File: src/rtl/lcd_fb_arbiter_if.sv
// lcd_fb_arbiter_if
//   Bundles the two PPU pixel streams, the shared frame-buffer write port and
//   the per-screen status outputs of lcd_fb_arbiter.
//   master : pixel sources / RAM side (drives strobes, data, mode, on, wr_ready)
//   slave  : the arbiter (drives wr_en/addr/data, frame_done, ovf, drop_cnt)
// Parameters: DW pixel word width, AW write address width.
interface lcd_fb_arbiter_if #(
  parameter int unsigned DW = 15,
  parameter int unsigned AW = 16
);
  logic          clkena1;
  logic          clkena2;
  logic [DW-1:0] data1;
  logic [DW-1:0] data2;
  logic [1:0]    mode1;
  logic [1:0]    mode2;
  logic          on1;
  logic          on2;
  logic          wr_ready;
  logic          wr_en;
  logic [AW-1:0] wr_addr;
  logic [DW-1:0] wr_data;
  logic          frame_done1;
  logic          frame_done2;
  logic          ovf1;
  logic          ovf2;
  logic [7:0]    drop_cnt1;
  logic [7:0]    drop_cnt2;

  modport master (
    output clkena1, clkena2, data1, data2, mode1, mode2, on1, on2, wr_ready,
    input  wr_en, wr_addr, wr_data, frame_done1, frame_done2,
    input  ovf1, ovf2, drop_cnt1, drop_cnt2
  );

  modport slave (
    input  clkena1, clkena2, data1, data2, mode1, mode2, on1, on2, wr_ready,
    output wr_en, wr_addr, wr_data, frame_done1, frame_done2,
    output ovf1, ovf2, drop_cnt1, drop_cnt2
  );
endinterface

File: src/rtl/lcd_fb_arbiter.sv
// lcd_fb_arbiter
//   Merges the two PPU pixel streams onto one registered frame-buffer write
//   port. Each stream has a small FIFO of {first, data} entries; a round-robin
//   arbiter pops one entry per cycle while wr_ready is high. Screen 1 is
//   written from word 0, screen 2 from word FRAME_PIXELS.
// Ports:
//   clk    core clock, rising edge
//   reset  synchronous, active-high
//   bus    lcd_fb_arbiter_if.slave: pixel inputs (clkenaN, dataN, modeN, onN),
//          wr_ready, registered write port (wr_en, wr_addr, wr_data),
//          frame_doneN pulses, sticky ovfN, drop_cntN
// Build option:
//   LCD_ARB_STATS_EN  when defined, drop_cntN count dropped pixels
//                     (saturating at 255); otherwise they read 0.
module lcd_fb_arbiter #(
  parameter int unsigned DW           = 15,
  parameter int unsigned AW           = 16,
  parameter int unsigned FRAME_PIXELS = 23040,
  parameter int unsigned FIFO_LG      = 2
) (
  input  logic           clk,
  input  logic           reset,
  lcd_fb_arbiter_if.slave bus
);

  localparam int unsigned    DEPTH    = 1 << FIFO_LG;
  localparam int unsigned    OW       = 15;
  localparam logic [OW-1:0]  FP_OFF   = OW'(FRAME_PIXELS);
  localparam logic [OW-1:0]  LAST_OFF = OW'(FRAME_PIXELS - 1);
  localparam logic [AW-1:0]  BASE2    = AW'(FRAME_PIXELS);
  localparam logic [FIFO_LG:0] DEPTH_C = (FIFO_LG + 1)'(DEPTH);

  // Last requester granted; the other one wins a tie.
  typedef enum logic {REQ1 = 1'b0, REQ2 = 1'b1} req_e;

  logic          w_stb    [2];
  logic [DW-1:0] w_din    [2];
  logic          w_vblank [2];
  logic          w_on     [2];

  assign w_stb[0]    = bus.clkena1;
  assign w_stb[1]    = bus.clkena2;
  assign w_din[0]    = bus.data1;
  assign w_din[1]    = bus.data2;
  assign w_vblank[0] = (bus.mode1 == 2'b01);
  assign w_vblank[1] = (bus.mode2 == 2'b01);
  assign w_on[0]     = bus.on1;
  assign w_on[1]     = bus.on2;

  logic [DW:0]        r_mem     [2][DEPTH];
  logic [FIFO_LG-1:0] r_wp      [2];
  logic [FIFO_LG-1:0] r_rp      [2];
  logic [FIFO_LG:0]   r_cnt     [2];
  logic               r_restart [2];
  logic [OW-1:0]      r_off     [2];
  logic               r_ovf     [2];
  req_e               r_last;
  req_e               w_last_nxt;

  logic          r_wr_en;
  logic [AW-1:0] r_wr_addr;
  logic [DW-1:0] r_wr_data;
  logic          r_fd1;
  logic          r_fd2;

  logic          w_empty     [2];
  logic          w_full      [2];
  logic          w_grant     [2];
  logic          w_push      [2];
  logic          w_drop      [2];
  logic          w_first_tag [2];
  logic          w_overrun   [2];
  logic          w_write     [2];
  logic [DW:0]   w_head      [2];
  logic [OW-1:0] w_woff      [2];
  logic [AW-1:0] w_waddr     [2];

  always_comb begin
    for (int unsigned i = 0; i < 2; i++) begin
      w_empty[i] = (r_cnt[i] == '0);
      w_full[i]  = (r_cnt[i] == DEPTH_C);
      w_head[i]  = r_mem[i][r_rp[i]];
    end

    w_grant[0] = bus.wr_ready && !w_empty[0] && (w_empty[1] || (r_last == REQ2));
    w_grant[1] = bus.wr_ready && !w_empty[1] && (w_empty[0] || (r_last == REQ1));

    w_last_nxt = r_last;
    if (w_grant[0]) begin
      w_last_nxt = REQ1;
    end else if (w_grant[1]) begin
      w_last_nxt = REQ2;
    end

    for (int unsigned i = 0; i < 2; i++) begin
      // A full FIFO still accepts when its head leaves in the same cycle.
      w_push[i]      = w_on[i] && w_stb[i] && (!w_full[i] || w_grant[i]);
      w_drop[i]      = w_on[i] && w_stb[i] && w_full[i] && !w_grant[i];
      w_first_tag[i] = r_restart[i] || w_vblank[i];
      // Overrun pops are consumed without writing.
      w_overrun[i]   = w_grant[i] && !w_head[i][DW] && (r_off[i] >= FP_OFF);
      w_write[i]     = w_grant[i] && !w_overrun[i];
      w_woff[i]      = w_head[i][DW] ? '0 : r_off[i];
    end

    w_waddr[0] = AW'(w_woff[0]);
    w_waddr[1] = BASE2 + AW'(w_woff[1]);
  end

  always_ff @(posedge clk) begin
    for (int unsigned i = 0; i < 2; i++) begin
      if (w_push[i]) begin
        r_mem[i][r_wp[i]] <= {w_first_tag[i], w_din[i]};
      end
    end
  end

  always_ff @(posedge clk) begin
    if (reset) begin
      for (int unsigned i = 0; i < 2; i++) begin
        r_wp[i]      <= '0;
        r_rp[i]      <= '0;
        r_cnt[i]     <= '0;
        r_restart[i] <= 1'b1;
        r_off[i]     <= '0;
        r_ovf[i]     <= 1'b0;
      end
      r_last    <= REQ2;
      r_wr_en   <= 1'b0;
      r_wr_addr <= '0;
      r_wr_data <= '0;
      r_fd1     <= 1'b0;
      r_fd2     <= 1'b0;
    end else begin
      for (int unsigned i = 0; i < 2; i++) begin
        if (!w_on[i]) begin
          // Disabled LCD: flush and rewind; an entry popped this cycle
          // still completes its write below.
          r_wp[i]  <= '0;
          r_rp[i]  <= '0;
          r_cnt[i] <= '0;
          r_off[i] <= '0;
        end else begin
          if (w_push[i])  r_wp[i] <= r_wp[i] + 1'b1;
          if (w_grant[i]) r_rp[i] <= r_rp[i] + 1'b1;
          r_cnt[i] <= r_cnt[i] + {{FIFO_LG{1'b0}}, w_push[i]}
                               - {{FIFO_LG{1'b0}}, w_grant[i]};
          if (w_write[i]) r_off[i] <= w_woff[i] + 1'b1;
        end

        if (w_vblank[i] || !w_on[i]) begin
          r_restart[i] <= 1'b1;
        end else if (w_push[i]) begin
          r_restart[i] <= 1'b0;
        end

        if (w_drop[i] || w_overrun[i]) r_ovf[i] <= 1'b1;
      end

      r_last  <= w_last_nxt;
      r_wr_en <= w_write[0] || w_write[1];
      r_fd1   <= w_write[0] && (w_woff[0] == LAST_OFF);
      r_fd2   <= w_write[1] && (w_woff[1] == LAST_OFF);
      if (w_write[0]) begin
        r_wr_addr <= w_waddr[0];
        r_wr_data <= w_head[0][DW-1:0];
      end else if (w_write[1]) begin
        r_wr_addr <= w_waddr[1];
        r_wr_data <= w_head[1][DW-1:0];
      end
    end
  end

  assign bus.wr_en       = r_wr_en;
  assign bus.wr_addr     = r_wr_addr;
  assign bus.wr_data     = r_wr_data;
  assign bus.frame_done1 = r_fd1;
  assign bus.frame_done2 = r_fd2;
  assign bus.ovf1        = r_ovf[0];
  assign bus.ovf2        = r_ovf[1];

`ifdef LCD_ARB_STATS_EN
  logic [7:0] r_drop_cnt [2];

  always_ff @(posedge clk) begin
    if (reset) begin
      for (int unsigned i = 0; i < 2; i++) begin
        r_drop_cnt[i] <= '0;
      end
    end else begin
      for (int unsigned i = 0; i < 2; i++) begin
        if ((w_drop[i] || w_overrun[i]) && (r_drop_cnt[i] != '1)) begin
          r_drop_cnt[i] <= r_drop_cnt[i] + 1'b1;
        end
      end
    end
  end

  assign bus.drop_cnt1 = r_drop_cnt[0];
  assign bus.drop_cnt2 = r_drop_cnt[1];
`else
  assign bus.drop_cnt1 = '0;
  assign bus.drop_cnt2 = '0;
`endif

endmodule
File: src/flat_wrapper.sv
// flat-port wrapper written by rule: the top's interface ports become plain ports
module lcd_fb_arbiter_flat 
#(
  parameter int unsigned DW           = 15,
  parameter int unsigned AW           = 16,
  parameter int unsigned FRAME_PIXELS = 23040,
  parameter int unsigned FIFO_LG      = 2
)
  (clk, reset, bus_clkena1, bus_clkena2, bus_data1, bus_data2, bus_mode1, bus_mode2, bus_on1, bus_on2, bus_wr_ready, bus_wr_en, bus_wr_addr, bus_wr_data, bus_frame_done1, bus_frame_done2, bus_ovf1, bus_ovf2, bus_drop_cnt1, bus_drop_cnt2);
  lcd_fb_arbiter_if #(.DW(DW), .AW(AW)) bus_i ();
  input  logic clk;
  input  logic reset;
  input wire logic [$bits(bus_i.clkena1)-1:0] bus_clkena1;
  input wire logic [$bits(bus_i.clkena2)-1:0] bus_clkena2;
  input wire logic [$bits(bus_i.data1)-1:0] bus_data1;
  input wire logic [$bits(bus_i.data2)-1:0] bus_data2;
  input wire logic [$bits(bus_i.mode1)-1:0] bus_mode1;
  input wire logic [$bits(bus_i.mode2)-1:0] bus_mode2;
  input wire logic [$bits(bus_i.on1)-1:0] bus_on1;
  input wire logic [$bits(bus_i.on2)-1:0] bus_on2;
  input wire logic [$bits(bus_i.wr_ready)-1:0] bus_wr_ready;
  output wire logic [$bits(bus_i.wr_en)-1:0] bus_wr_en;
  output wire logic [$bits(bus_i.wr_addr)-1:0] bus_wr_addr;
  output wire logic [$bits(bus_i.wr_data)-1:0] bus_wr_data;
  output wire logic [$bits(bus_i.frame_done1)-1:0] bus_frame_done1;
  output wire logic [$bits(bus_i.frame_done2)-1:0] bus_frame_done2;
  output wire logic [$bits(bus_i.ovf1)-1:0] bus_ovf1;
  output wire logic [$bits(bus_i.ovf2)-1:0] bus_ovf2;
  output wire logic [$bits(bus_i.drop_cnt1)-1:0] bus_drop_cnt1;
  output wire logic [$bits(bus_i.drop_cnt2)-1:0] bus_drop_cnt2;
  assign bus_i.clkena1 = bus_clkena1;
  assign bus_i.clkena2 = bus_clkena2;
  assign bus_i.data1 = bus_data1;
  assign bus_i.data2 = bus_data2;
  assign bus_i.mode1 = bus_mode1;
  assign bus_i.mode2 = bus_mode2;
  assign bus_i.on1 = bus_on1;
  assign bus_i.on2 = bus_on2;
  assign bus_i.wr_ready = bus_wr_ready;
  assign bus_wr_en = bus_i.wr_en;
  assign bus_wr_addr = bus_i.wr_addr;
  assign bus_wr_data = bus_i.wr_data;
  assign bus_frame_done1 = bus_i.frame_done1;
  assign bus_frame_done2 = bus_i.frame_done2;
  assign bus_ovf1 = bus_i.ovf1;
  assign bus_ovf2 = bus_i.ovf2;
  assign bus_drop_cnt1 = bus_i.drop_cnt1;
  assign bus_drop_cnt2 = bus_i.drop_cnt2;
  lcd_fb_arbiter #(.DW(DW), .AW(AW), .FRAME_PIXELS(FRAME_PIXELS), .FIFO_LG(FIFO_LG)) u_core (.clk(clk), .reset(reset), .bus(bus_i));
endmodule
File: config.mk
export PLATFORM = sky130hd
export DESIGN_NAME = lcd_fb_arbiter_flat
export DESIGN_NICKNAME = d
export VERILOG_FILES = /design/src/rtl/lcd_fb_arbiter_if.sv /design/src/rtl/lcd_fb_arbiter.sv /design/src/flat_wrapper.sv
export SDC_FILE = /design/constraint.sdc
export NUM_CORES = 1
export LEC_CHECK = 0
export BUFFER_PORTS_ARGS = -buffer_cell sky130_fd_sc_hd__buf_2
export CAP_MARGIN = 25
export CORE_UTILIZATION = 51
export DETAILED_ROUTE_END_ITERATION = 7
export PLACE_DENSITY = 0.7
export SYNTH_ARGS = -nofsm -noshare
export SYNTH_HDL_FRONTEND = slang
export SYNTH_SLANG_ARGS = --single-unit
File: constraint.sdc
create_clock -name clk -period 7 [get_ports clk]
set_input_delay 1.75 -clock clk [delete_from_list [all_inputs] [get_ports clk]]
set_output_delay 1.75 -clock clk [all_outputs]
set_load 0.005 [all_outputs]
==> qor.csv <==
metric,value,unit
hold_sp,u_core.bus.wr_addr[5],
Detailed Route WL,20300,µm
post-synthesis sequential area ratio,62.8,%
1st-pass router iterations,7,
Leak,3.62,nW
critical path class,input port to register,
GR Overflow Total,0,
CTS Buffer Depth,3,
required time worst endpoint,7.26,ns
Netlist Area Pre-Place,9520,µm²
total vias in the final route,6119,
clk sinks,211,
RSZ-0062 raised after global routing,false,
placed cell areas,9970,µm²
Final Hold Vio Count,0,
HPWL after detailed placement,13600,µm
Core Area,18100,µm²
Max Fclk,244,MHz
period utilization,58.5,%
Max-Cap Viols,0,
share of layout cells above drive strength 1,20.7,%
WL/cell,20.3,µm
initial drt markers,581,
Cell variety after synth,54,
worst hold endpoint,u_core.bus.wr_addr[5],
Worst R2R Start,u_core.r_rp[1][1],
nets@finish,813,
fin util,59.0,%
Final Non-Filler Cells,1001,
port bufs,76,
CTS tree,yes,
Total Power,2.85,mW
I/O pin total,93,
area share of the largest cell type after synthesis,55.2,%
Setup WS pre-CTS,2.36,ns
row count,49,
Worst Path Max Fanout,23,
crit start category,input port,
n_diodes,0,
clock slew at reported path FFs,0.06,ns
total die area,19200,µm²
violated checks,DRC,
die width,139,µm
Worst-Margin Slew,0.907,ns
worst-case clock skew,0.0212,ns
dpl cells,959,
H-tree levels,1,
Final Cell Area,10700,µm²
Synth area leaders,"edfxtp_1 55%, dfxtp_1 7.6%, mux4_2 7.1%",
CP max stage delay,0.50,ns
slew margin rel.,39.5,%
crit-path cells,"buf_2, or4b_4, a21o_1, inv_1, ha_1, nand2b_1, fa_1, xor2_1, xnor2_1, nor2_1",
Worst Hold Depth,2,
min cycle time layout,4.10,ns
final worst slack,2.90,ns
Reg2Reg Depth,7,
Worst Hold Class,register to register,
Root Driver,clkbuf_16,
top_reg_cell synth,edfxtp_1,
GRT Overall Usage,21.9,%
final max-slew violation count,0,
synthesized area per cell,13.7,µm²
antenna violations before repair,0,
Layout Area Growth over Synthesis,12.4,%
pwr dens,266,nW/µm²
Mapped Cells,695,
GPL Wtd Cong,0.895,
Crit. End Element,register,
Yosys top cell by area,edfxtp_1,
register bit total from synthesis,211,
"Max stage delay cell, worst path",or4b_4,
global-route wire length before repair,33200,µm
worst r2r dst,u_core.r_off[1][13],
status,"complete, but fails checks",
effective utilization at floorplan,52.5,%
Final ANT Viol Nets,0,
final setup vio count,0,
Synth async-reset ratio,0,%
Ys Warns,0,
hold_ws,0.500,ns
Fin Setup TNS,0,ns
number of synthesized flops with an enable pin,175,
# resized after CTS,0,
die height,139,µm
drt via density,6.11,
vias in the first global route,6335,
cts bufs inserted,23,
hold_buf cts,0,
"Setup Fix Bufs, Post-CTS",0,
Clock Latency Late Sink,0.53,ns
FF-to-FF setup slack,3.64,ns
Worst EP arrival,4.36,ns
DR DRC count,8,
VDD IR-drop max,260,µV
largest net degree at the start of global routing,48,
## state kept, by name, summed over array words and instances, names as in the netlist
register and cells:
u_core.bus.wr_en 1, u_core.r_mem 128, u_core.r_wp 4, u_core.r_rp 4, u_core.r_restart 2, u_core.r_cnt 6
u_core.bus.wr_data 15, u_core.bus.frame_done2 1, u_core.r_last 1, u_core.r_off 30, u_core.bus.frame_done1 1, u_core.bus.wr_addr 16
u_core.r_ovf 2
## Yosys cell counts, drive strengths merged, types with 2 or more instances
| cell type | count |
|---|---|
| a211o | 2 |
| a211oi | 4 |
| a21o | 7 |
| a21oi | 19 |
| a31oi | 27 |
| a41oi | 2 |
| and2 | 13 |
| and3 | 2 |
| buf | 36 |
| clkbuf | 31 |
| conb | 2 |
| dfxtp | 36 |
| edfxtp | 175 |
| fa | 2 |
| ha | 14 |
| inv | 22 |
| mux2 | 2 |
| mux2i | 2 |
| mux4 | 32 |
| nand2 | 22 |
| nand2b | 8 |
| nand3 | 57 |
| nand4 | 19 |
| nand4b | 2 |
| nor2 | 38 |
| nor2b | 11 |
| nor3 | 10 |
| nor3b | 2 |
| nor4 | 2 |
| o211ai | 5 |
| o21ai | 5 |
| o21bai | 2 |
| o221ai | 28 |
| o31ai | 6 |
| or3 | 8 |
| or4 | 6 |
| or4b | 2 |
| xnor2 | 13 |
| xor2 | 12 |
## power by group
part / internal [mW] / switching (mW)
sequential: 1.41 / 0.0458
combinational: 0.101 / 0.143
clock: 0.662 / 0.483
## cell families (layout without fill, tap and decap cells)
| family | after synthesis | count (layout) | synth area share, % |
|---|---|---|---|
| AOI/OAI and AO/OA | 113 | 113 | 8.62 |
| xor gates and xnor gates | 25 | 25 | 2.30 |
| buffers and inverters | 89 | 146 | 4.64 |
| muxes | 36 | 36 | 8.09 |
| and+or+nand+nor | 203 | 203 | 11.3 |
| other | 2 | 22 | 0.0789 |
| adders and majority gates | 16 | 16 | 2.26 |
| DFF | 211 | 211 | 62.8 |
## layer usage
| metal | share of wire [%] | track usage, % |
|---|---|---|
| met5 | 0 | 0 |
| met3 | 5.7 | 3.28 |
| met4 | 3.0 | 7.31 |
| met1 | 40 | 28.0 |
| met2 | 51 | 38.4 |
## worst max path at each step
stage                       startpoint                  to  slack, ns
after floorplan           bus_wr_ready  u_core.r_cnt[0][2]       2.82
after global placement    bus_wr_ready  u_core.r_cnt[1][2]       2.53
after detailed placement  bus_wr_ready  u_core.r_cnt[1][2]       2.36
after CTS                 bus_wr_ready  u_core.r_cnt[1][2]       2.90
after global routing      bus_wr_ready  u_core.r_cnt[0][2]       2.76
final                     bus_wr_ready  u_core.r_cnt[0][2]       2.90
## critical path, delay by kind of cell
family	cells	cell delay (ns)
AOI/OAI and AO/OA	1	0.20
xor gates and xnor gates	2	0.34
adders and majority gates	2	0.76
buffers and inverters	2	0.58
and+or+nand+nor	3	0.72
## cell usage in the layout (no fill, tap or decap), types with 5 or more instances in the layout
cell type / instances
or3_1: 8
nand4_1: 19
a21oi_1: 17
xnor2_1: 13
nor2b_1: 11
o211ai_1: 5
o21ai_0: 5
nand3_1: 57
nor2_1: 38
clkinv_2: 6
edfxtp_1: 175
conb_1: 22
a31oi_1: 27
mux4_2: 30
buf_4: 5
nand2b_1: 8
o31ai_1: 6
o221ai_1: 28
nor3_1: 10
dfxtp_1: 36
ha_1: 14
inv_1: 22
xor2_1: 12
and2_1: 13
clkbuf_16: 23
nand2_1: 22
buf_2: 76
a21o_1: 7
## area by class of cell
cell class                 count  area [µm²]
multi-input combinational    415        3190
clock buffer                  27         611
inverter                      22        82.6
timing repair buffer          83         448
sequential                   211        5980
tap                          229         287
fill                        1395        7440
clock inverter                14         110
(Power assumes the default switching activity.)
